[config.mk]
export PLATFORM = sky130hd
export DESIGN_NAME = alu_logic
export DESIGN_NICKNAME = d
export VERILOG_FILES = /design/src/rtl/alu_pkg.sv /design/src/rtl/alu_shift_step.sv /design/src/rtl/alu_logic.sv
export SDC_FILE = /design/constraint.sdc
export NUM_CORES = 1
export LEC_CHECK = 0
export ABC_AREA = 1
export CORE_AREA = 2 2 69 71
export DETAILED_ROUTE_END_ITERATION = 10
export DIE_AREA = 0 0 71 73
export DONT_BUFFER_PORTS = 1
export PLACE_DENSITY_LB_ADDON = 0.25
export SYNTH_ARGS = -nofsm -noshare
export SYNTH_HDL_FRONTEND = slang
export SYNTH_SLANG_ARGS = --single-unit
[constraint.sdc]
create_clock -name clk -period 1.35 [get_ports clk]
set_input_delay 0.27 -clock clk [delete_from_list [all_inputs] [get_ports clk]]
set_output_delay 0.27 -clock clk [all_outputs]
set_load 0.02 [all_outputs]
[src/rtl/alu_pkg.sv]
// Shared ALU definitions: op-code constants and FSM state encoding used by
// alu_logic and its sibling ALU blocks.
package alu_pkg;

    localparam logic [2:0] OP_AND = 3'b000;
    localparam logic [2:0] OP_OR  = 3'b001;
    localparam logic [2:0] OP_XOR = 3'b010;
    localparam logic [2:0] OP_NOT = 3'b011;
    localparam logic [2:0] OP_SHL = 3'b100;
    localparam logic [2:0] OP_SHR = 3'b101;
    localparam logic [2:0] OP_ROL = 3'b110;
    localparam logic [2:0] OP_ROR = 3'b111;

    typedef enum logic [1:0] {
        ST_IDLE  = 2'd0,
        ST_CALC  = 2'd1,
        ST_SHIFT = 2'd2,
        ST_DONE  = 2'd3
    } alu_state_e;

endpackage

[src/rtl/alu_shift_step.sv]
// One-bit shift/rotate of the working register; op[1:0] follows the low bits
// of the shift op-codes (00 SHL, 01 SHR, 10 ROL, 11 ROR).
module alu_shift_step #(
    parameter int WIDTH = 8
) (
    input  logic [WIDTH-1:0] w,
    input  logic [1:0]       op,
    output logic [WIDTH-1:0] w_next
);

    // Select the single-bit move for the requested direction
    always_comb begin
        w_next = w;
        case (op)
            2'b00:   w_next = {w[WIDTH-2:0], 1'b0};
            2'b01:   w_next = {1'b0, w[WIDTH-1:1]};
            2'b10:   w_next = {w[WIDTH-2:0], w[WIDTH-1]};
            2'b11:   w_next = {w[0], w[WIDTH-1:1]};
            default: w_next = w;
        endcase
    end

endmodule

[src/rtl/alu_logic.sv]
// Multi-cycle logic/shift ALU: bitwise ops finish in one cycle, shifts and
// rotates walk one bit per cycle through alu_shift_step.
module alu_logic
    import alu_pkg::*;
#(
    parameter int WIDTH = 8
) (
    input  logic               clk,
    input  logic               reset,
    input  logic               start,
    input  logic [2:0]         op,
    input  logic [WIDTH-1:0]   a,
    input  logic [WIDTH-1:0]   b,
    output logic [2*WIDTH-1:0] res,
    output logic               done,
    output logic               busy
);

    localparam int SW = $clog2(WIDTH);

    alu_state_e          state_r, state_nxt_s;
    logic [2:0]          op_r, op_nxt_s;
    logic [WIDTH-1:0]    a_r, a_nxt_s;
    logic [WIDTH-1:0]    b_r, b_nxt_s;
    logic [WIDTH-1:0]    w_r, w_nxt_s, w_step_s;
    logic [SW-1:0]       cnt_r, cnt_nxt_s;
    logic [2*WIDTH-1:0]  res_r, res_nxt_s;
    logic                done_r, done_nxt_s;
    logic                busy_r, busy_nxt_s;

    function automatic logic [WIDTH-1:0] bitwise_op(
        input logic [2:0]       opc,
        input logic [WIDTH-1:0] x,
        input logic [WIDTH-1:0] y
    );
        case (opc)
            OP_AND:  return x & y;
            OP_OR:   return x | y;
            OP_XOR:  return x ^ y;
            OP_NOT:  return ~x;
            default: return {WIDTH{1'b0}};
        endcase
    endfunction

    alu_shift_step #(.WIDTH(WIDTH)) u_step (
        .w      (w_r),
        .op     (op_r[1:0]),
        .w_next (w_step_s)
    );

    // FSM state register
    always_ff @(posedge clk) begin
        if (reset) begin
            state_r <= ST_IDLE;
        end else begin
            state_r <= state_nxt_s;
        end
    end

    // Next-state and next-datapath decode; every field holds unless touched
    always_comb begin
        state_nxt_s = state_r;
        op_nxt_s    = op_r;
        a_nxt_s     = a_r;
        b_nxt_s     = b_r;
        w_nxt_s     = w_r;
        cnt_nxt_s   = cnt_r;
        res_nxt_s   = res_r;
        done_nxt_s  = 1'b0;
        case (state_r)
            ST_IDLE: begin
                if (start) begin
                    op_nxt_s    = op;
                    a_nxt_s     = a;
                    b_nxt_s     = b;
                    w_nxt_s     = a;
                    cnt_nxt_s   = b[SW-1:0];
                    state_nxt_s = op[2] ? ST_SHIFT : ST_CALC;
                end else begin
                    state_nxt_s = ST_IDLE;
                end
            end
            ST_CALC: begin
                res_nxt_s   = {{WIDTH{1'b0}}, bitwise_op(op_r, a_r, b_r)};
                done_nxt_s  = 1'b1;
                state_nxt_s = ST_DONE;
            end
            ST_SHIFT: begin
                if (cnt_r != {SW{1'b0}}) begin
                    w_nxt_s   = w_step_s;
                    cnt_nxt_s = cnt_r - SW'(1);
                end else begin
                    res_nxt_s   = {{WIDTH{1'b0}}, w_r};
                    done_nxt_s  = 1'b1;
                    state_nxt_s = ST_DONE;
                end
            end
            ST_DONE: begin
                state_nxt_s = ST_IDLE;
            end
            default: begin
                state_nxt_s = ST_IDLE;
            end
        endcase
        busy_nxt_s = (state_nxt_s != ST_IDLE);
    end

    // Operand, working and output registers
    always_ff @(posedge clk) begin
        if (reset) begin
            op_r   <= 3'b000;
            a_r    <= {WIDTH{1'b0}};
            b_r    <= {WIDTH{1'b0}};
            w_r    <= {WIDTH{1'b0}};
            cnt_r  <= {SW{1'b0}};
            res_r  <= {(2*WIDTH){1'b0}};
            done_r <= 1'b0;
            busy_r <= 1'b0;
        end else begin
            op_r   <= op_nxt_s;
            a_r    <= a_nxt_s;
            b_r    <= b_nxt_s;
            w_r    <= w_nxt_s;
            cnt_r  <= cnt_nxt_s;
            res_r  <= res_nxt_s;
            done_r <= done_nxt_s;
            busy_r <= busy_nxt_s;
        end
    end

    assign res  = res_r;
    assign done = done_r;
    assign busy = busy_r;

endmodule

* Yosys cells after proc, flatten, opt, wreduce, memory -nomap -nowiden *
Cells that the tools add are included.

storage, ports and cells
  bits in registers = 50
  input port bits = 22
  output and inout bits = 18
  word-level logic and storage cells = 52

cells by class
  add/subtract/negate cells = 1
  eq/ne operators = 12
  multiplexer cells = 16
  bitwise operators = 4
  reduce and logical (&&, ||, !) cells = 10

operators by type and width
  operator                                       number
  case mux 8 bit (4 select lines)                2
  case mux 16 bit (2 select lines)               1
  two-way mux 16 bit                             1
  two-way mux 8 bit                              2
  case mux 8 bit (2 select lines)                1
  AND 8 bit                                      1
  == test 2 bit, second input constant           4
  inverter 8 bit                                 1
  bitwise OR 8 bit                               1
  case mux 2 bit (4 select lines)                1
  XOR 8 bit                                      1
  == test 3 x 2 -> 1 bit, second input constant  2
  two-way mux 2 bit                              3
  two-way mux 3 bit                              2
  inequality test 2 bit, second input constant   3
  case mux 3 bit (2 select lines)                1
  nonzero test 2 bit                             3
  == test 2 x 1 -> 1 bit, second input constant  2
  logical NOT 2 bit                              2
  AND reduction 2 bit                            2
  == test 3 x 1 -> 1 bit, second input constant  1
  logical NOT 3 bit                              1
  AND reduction 3 bit                            1
  nonzero test 3 bit                             1
  3 further kinds                                3

* Depth between registers and ports, before layout *
Gate-level depths: netlist of run 1.

  depth after elaboration = 4
  depth in mapped cells = 9
  depth with buffers taken out = 8

* Hierarchy *
From an unflattened synthesis of run 1, not the netlist that was laid out.

unflattened totals
  cell total of the unflattened synthesis = 355
  area, all modules = 2446.1 um2

modules (own cells, without submodules)
  module          instances  cells an instance  area each (um2)  sequential area each (um2)
  alu_logic       1          329                2333.5           840.8
  alu_shift_step  1          26                 112.6            0.0

* Least setup slack after synthesis of run 1 *
No wires, ideal clock.

  kind = reg-to-reg
  start point = register state_r[0]
  end point = register a_r[3]
  setup time = 0.128 ns
  data arrival time = 1.231 ns
  data required time = 1.222 ns
  slack = -0.009 ns
  cell stages (with the launch flop) = 7
  path buffers = 2
  period minus slack after synthesis = 1.359 ns
  path through = dfxtp_1 inv_1 ha_1 nand2_1 buf_2 clkbuf_1 a21oi_1

between the ends
  longest elaborated chain between the ends = 2

RTL lines
  item                           RTL line          text
  from (decl)                    alu_logic.sv:21   alu_state_e state_r, state_nxt_s;
  from (signal assigned)         alu_logic.sv:56   state_r <= state_nxt_s;
  logical NOT 2 bit              alu_logic.sv:70   case (state_r)
  AND reduction 2 bit (no line)  --
  to (signal assigned)           alu_logic.sv:112  a_r <= {WIDTH{1'b0}};
  to (signal assigned)           alu_logic.sv:121  a_r <= a_nxt_s;
  to (decl)                      alu_logic.sv:23   logic [WIDTH-1:0] a_r, a_nxt_s;

No other way between the ends.
A chain may end at the register's enable or synchronous reset.

* Worst setup path after layout of run 1 *
  start point = register state_r[0]
  end point = register res_r[0] (netlist: res[0])

between the ends
  longest elaborated chain between the ends = 3
  elaborated cells between the ends (all ways) = 6
  classes of those cells = eq/ne: 3; mux: 1; reduce/logical: 2

RTL lines
  item                                                                   RTL line          text
  == test 2 bit or == test 2 x 1 -> 1 bit (tied branches)                alu_logic.sv:70
  inequality test 2 bit (no line) or nonzero test 2 bit (tied branches)  --
  AND reduction 2 bit (no line)                                          --
  to (signal assigned)                                                   alu_logic.sv:116  res_r <= {(2*WIDTH){1'b0}};
  to (signal assigned)                                                   alu_logic.sv:125  res_r <= res_nxt_s;
  to (decl)                                                              alu_logic.sv:27   logic [2*WIDTH-1:0] res_r, res_nxt_s;

Several ways; a longest one is shown, not always the timed one.

==> metrics.txt, run 1 <==
total clock buffers created by CTS=5; standby leakage power=0.001343 uW; class of the tightest hold or removal check=in2reg; library cells used by synthesis=27; die area=5183 um2; Clk pwr share=0.259; number of nets in the finished design=406; violations in the final reports=setup timing; internal power consumption=2102 uW; fraction of power spent switching nets=0.3318; final number of setup-violating endpoints=9; clock tree buffer depth=2; drt total wl=5.894 mm; Via Count=2,250; I/O pins=40; Avg Synthesized Cell Area=7.116 um2; synthesized netlist cell count=345; count of antenna-violating nets left after detailed routing=0; Starting Density=0.5412; insertion delay of the later-clocked pin in the worst-skew pair=0.29 ns; global route total overflow=0; number of design-rule violations left by the first detailed-router iteration=183; CTS tree=built; CP Class=reg2reg; Net Switching=1044 uW; unrepaired setup endpoints after global routing=yes; via count of the first global-routing pass=2,084; number of levels in the clock H-tree=2; pin count of the biggest net entering global routing=37; chip height=73 um; dominant synthesized flop cell=sky130_fd_sc_hd__dfxtp_1; final period utilization=1.036; drt pass-1 iters=4; max cap viols=0; Crit. End Element=flip-flop; total power density per cell area=1107 nW/um2; number of clock sinks=42; hold violation total from the final report=0; async set-reset flop share out of synthesis=0; routed vias/inst=5.422; number of flops mapped to enable cells by yosys=0; number of flip-flops and latches in the synthesized netlist=42; fillers=429; Port Buffer Count=0; clock transition at the register clock pins on the worst setup and hold paths after CTS=0.08 ns; peak ir drop on the vdd network=0.0006907 V; Data arrival, critical path=1.58 ns; final critical-path setup slack=-0.04914 ns; post-layout minimum cycle time=1.399 ns; average wire per standard cell=14.20 um; Die Span X=71 um; area taken by multi-input logic gates=1424 um2; maximum fanout encountered on the critical timing path=8; total power of the final layout=3146 uW; max frequency=714.7 MHz; half-perimeter wire length after placement=4.243 mm; sequential standard cell area=845.8 um2; synthesized area=2455 um2; gpl congestion=0.8293; number of placement rows=25; run status=finished, violations left; fraction of the yosys area taken by sequential cells=0.3425; count of hold-fix buffers inserted at cts=0; cell chosen for the clock root=sky130_fd_sc_hd__clkbuf_8; Logic pwr share=0.263; number of antenna repair diodes=0; wire length of the first global-routing pass=9.694 mm; initial antenna violation count=0; proportion of power drawn by flip-flops and latches=0.478; total core area=4536 um2; DRC violations left=0; count of synthesis-stage warnings from yosys=0; type of origin of the critical path=flip-flop; post-synthesis to final-layout area growth=15.80%; ratio of cells with drive above 1 in the final layout=0.1967; data required time at the worst endpoint=1.53 ns; final count of pins violating max slew=0; GRT Overall Usage=0.2382; clock skew after layout=0.002095 ns; minimum hold slack=0.03041 ns
==> per-layer routing <==
| metal | wire, um | global-route usage | vias up |
|---|---|---|---|
| met5 | 0 | 0 | - |
| met4 | 51 | 0.06289 | 0 |
| met3 | 417 | 0.06215 | 7 |
| met2 | 2787 | 0.3842 | 58 |
| met1 | 2638 | 0.3185 | 1030 |
| li1 | - | - | 1155 |
==> kinds of logic after synthesis <==
family | share of synthesized area
and+or+nand+nor | 0.2013
adders and majority gates | 0.1121
DFF | 0.3425
buffers and inverters | 0.1305
xor gates and xnor gates | 0.003568
AOI/OAI and AO/OA | 0.2085
other | 0.001528
==> power by group through the flow <==
stage / logic, uW / registers, uW / clock network [uW]
6_report: 828 / 1500 / 814
5_1_grt: 929 / 1520 / 870
4_1_cts: 767 / 1500 / 825
3_5_place_dp: 742 / 1530 / 0
3_3_place_gp: 729 / 1520 / 0
2_1_floorplan: 548 / 1500 / 0
==> metrics by stage <==
stage | setup WS [ns] | instances | cell area, um2 | util | setup TNS, ns
after floorplan | 0.04481 | 352 | 2482 | - | 0
after global placement | -0.09545 | 408 | 2626 | 0.5790 | -1.261
after detailed placement | -0.1157 | 408 | 2626 | 0.5790 | -1.994
after CTS | 0.004420 | 414 | 2745 | 0.6052 | 0
after global routing | -0.1109 | 415 | 2843 | 0.6268 | -1.207
final | -0.04914 | 415 | 2843 | 0.6268 | -0.1457
==> sequential cells by signal, indices dropped and copies added (netlist names) <==
| register | flops |
|---|---|
| a_r | 8 |
| b_r | 8 |
| busy | 1 |
| cnt_r | 3 |
| done | 1 |
| op_r | 3 |
| res | 8 |
| state_r | 2 |
| w_r | 8 |
==> worst max-delay path, cell delays in order, from the launching register on <==
cell,delay [ns]
sky130_fd_sc_hd__dfxtp_2,0.37
sky130_fd_sc_hd__inv_4,0.06
sky130_fd_sc_hd__ha_4,0.18
sky130_fd_sc_hd__inv_4,0.08
sky130_fd_sc_hd__nand2_4,0.05
sky130_fd_sc_hd__nand2_4,0.06
sky130_fd_sc_hd__clkinvlp_4,0.21
sky130_fd_sc_hd__a21oi_2,0.20
sky130_fd_sc_hd__a21oi_2,0.07
==> cells in the mapped netlist, drive strengths merged (6+ instances only) <==
library cell  instances  area [um2]
nand3                27       140.1
buf                  17       122.6
dfxtp                42       840.8
a21oi                33       165.2
o21ai                55       279.0
nand2                57       221.5
o211ai                6       45.04
nor2                 28       125.1
inv                  46       172.7
ha                   22       275.3
clkbuf                6       25.02
==> cell usage in the layout, fill, tap and decap left out, types with 2 or more instances in the layout <==
| cell type | n |
|---|---|
| sky130_fd_sc_hd__ha_4 | 3 |
| sky130_fd_sc_hd__nand3_1 | 26 |
| sky130_fd_sc_hd__nor2_4 | 3 |
| sky130_fd_sc_hd__dfxtp_1 | 40 |
| sky130_fd_sc_hd__a21oi_1 | 31 |
| sky130_fd_sc_hd__o21ai_1 | 24 |
| sky130_fd_sc_hd__o21ai_0 | 29 |
| sky130_fd_sc_hd__a21oi_2 | 2 |
| sky130_fd_sc_hd__ha_1 | 18 |
| sky130_fd_sc_hd__nor2_2 | 7 |
| sky130_fd_sc_hd__buf_4 | 22 |
| sky130_fd_sc_hd__inv_4 | 4 |
| sky130_fd_sc_hd__clkbuf_8 | 6 |
| sky130_fd_sc_hd__buf_12 | 3 |
| sky130_fd_sc_hd__nand2_4 | 3 |
| sky130_fd_sc_hd__inv_2 | 6 |
| sky130_fd_sc_hd__o21ai_2 | 2 |
| sky130_fd_sc_hd__conb_1 | 8 |
| sky130_fd_sc_hd__inv_1 | 35 |
| sky130_fd_sc_hd__o211ai_1 | 6 |
| sky130_fd_sc_hd__nor2_1 | 18 |
| sky130_fd_sc_hd__nand2_2 | 4 |
| sky130_fd_sc_hd__nand2_1 | 50 |
==> area by class of cell <==
cell class              instances  area share
clock buffers                   6     0.02905
repair buffers                 26     0.08319
inverters                      46     0.06558
flip-flops and latches         42      0.2975
multi-input cells             241      0.5009
well taps                      54     0.02377
==> path summary, 6_finish.rpt <==
path	end	slack [ns]	from	cells past startpoint
worst max-delay path	res[0]$_SDFFE_PP0P_	-0.05	state_r[0]$_SDFF_PP0_	8
worst min-delay path	state_r[1]$_SDFF_PP0_	0.03	reset	1
worst max register to register	res[0]$_SDFFE_PP0P_	-0.05	state_r[0]$_SDFF_PP0_	8
worst min register to register	cnt_r[1]$_SDFFE_PP0P_	0.48	cnt_r[1]$_SDFFE_PP0P_	2
==> repair_timing <==
action,in CTS,in global routing
pin swaps,2,12
buffers inserted,0,1
gates resized for setup,11,46
setup endpoints to repair,33,29
Power figures use the tool's default switching activity.
==> run 2: changes to the inputs <==
Settings changed: SLEW_MARGIN set to 20.
==> results of run 2 <==
Final layout, timing and power as in run 1 (identical DEF).
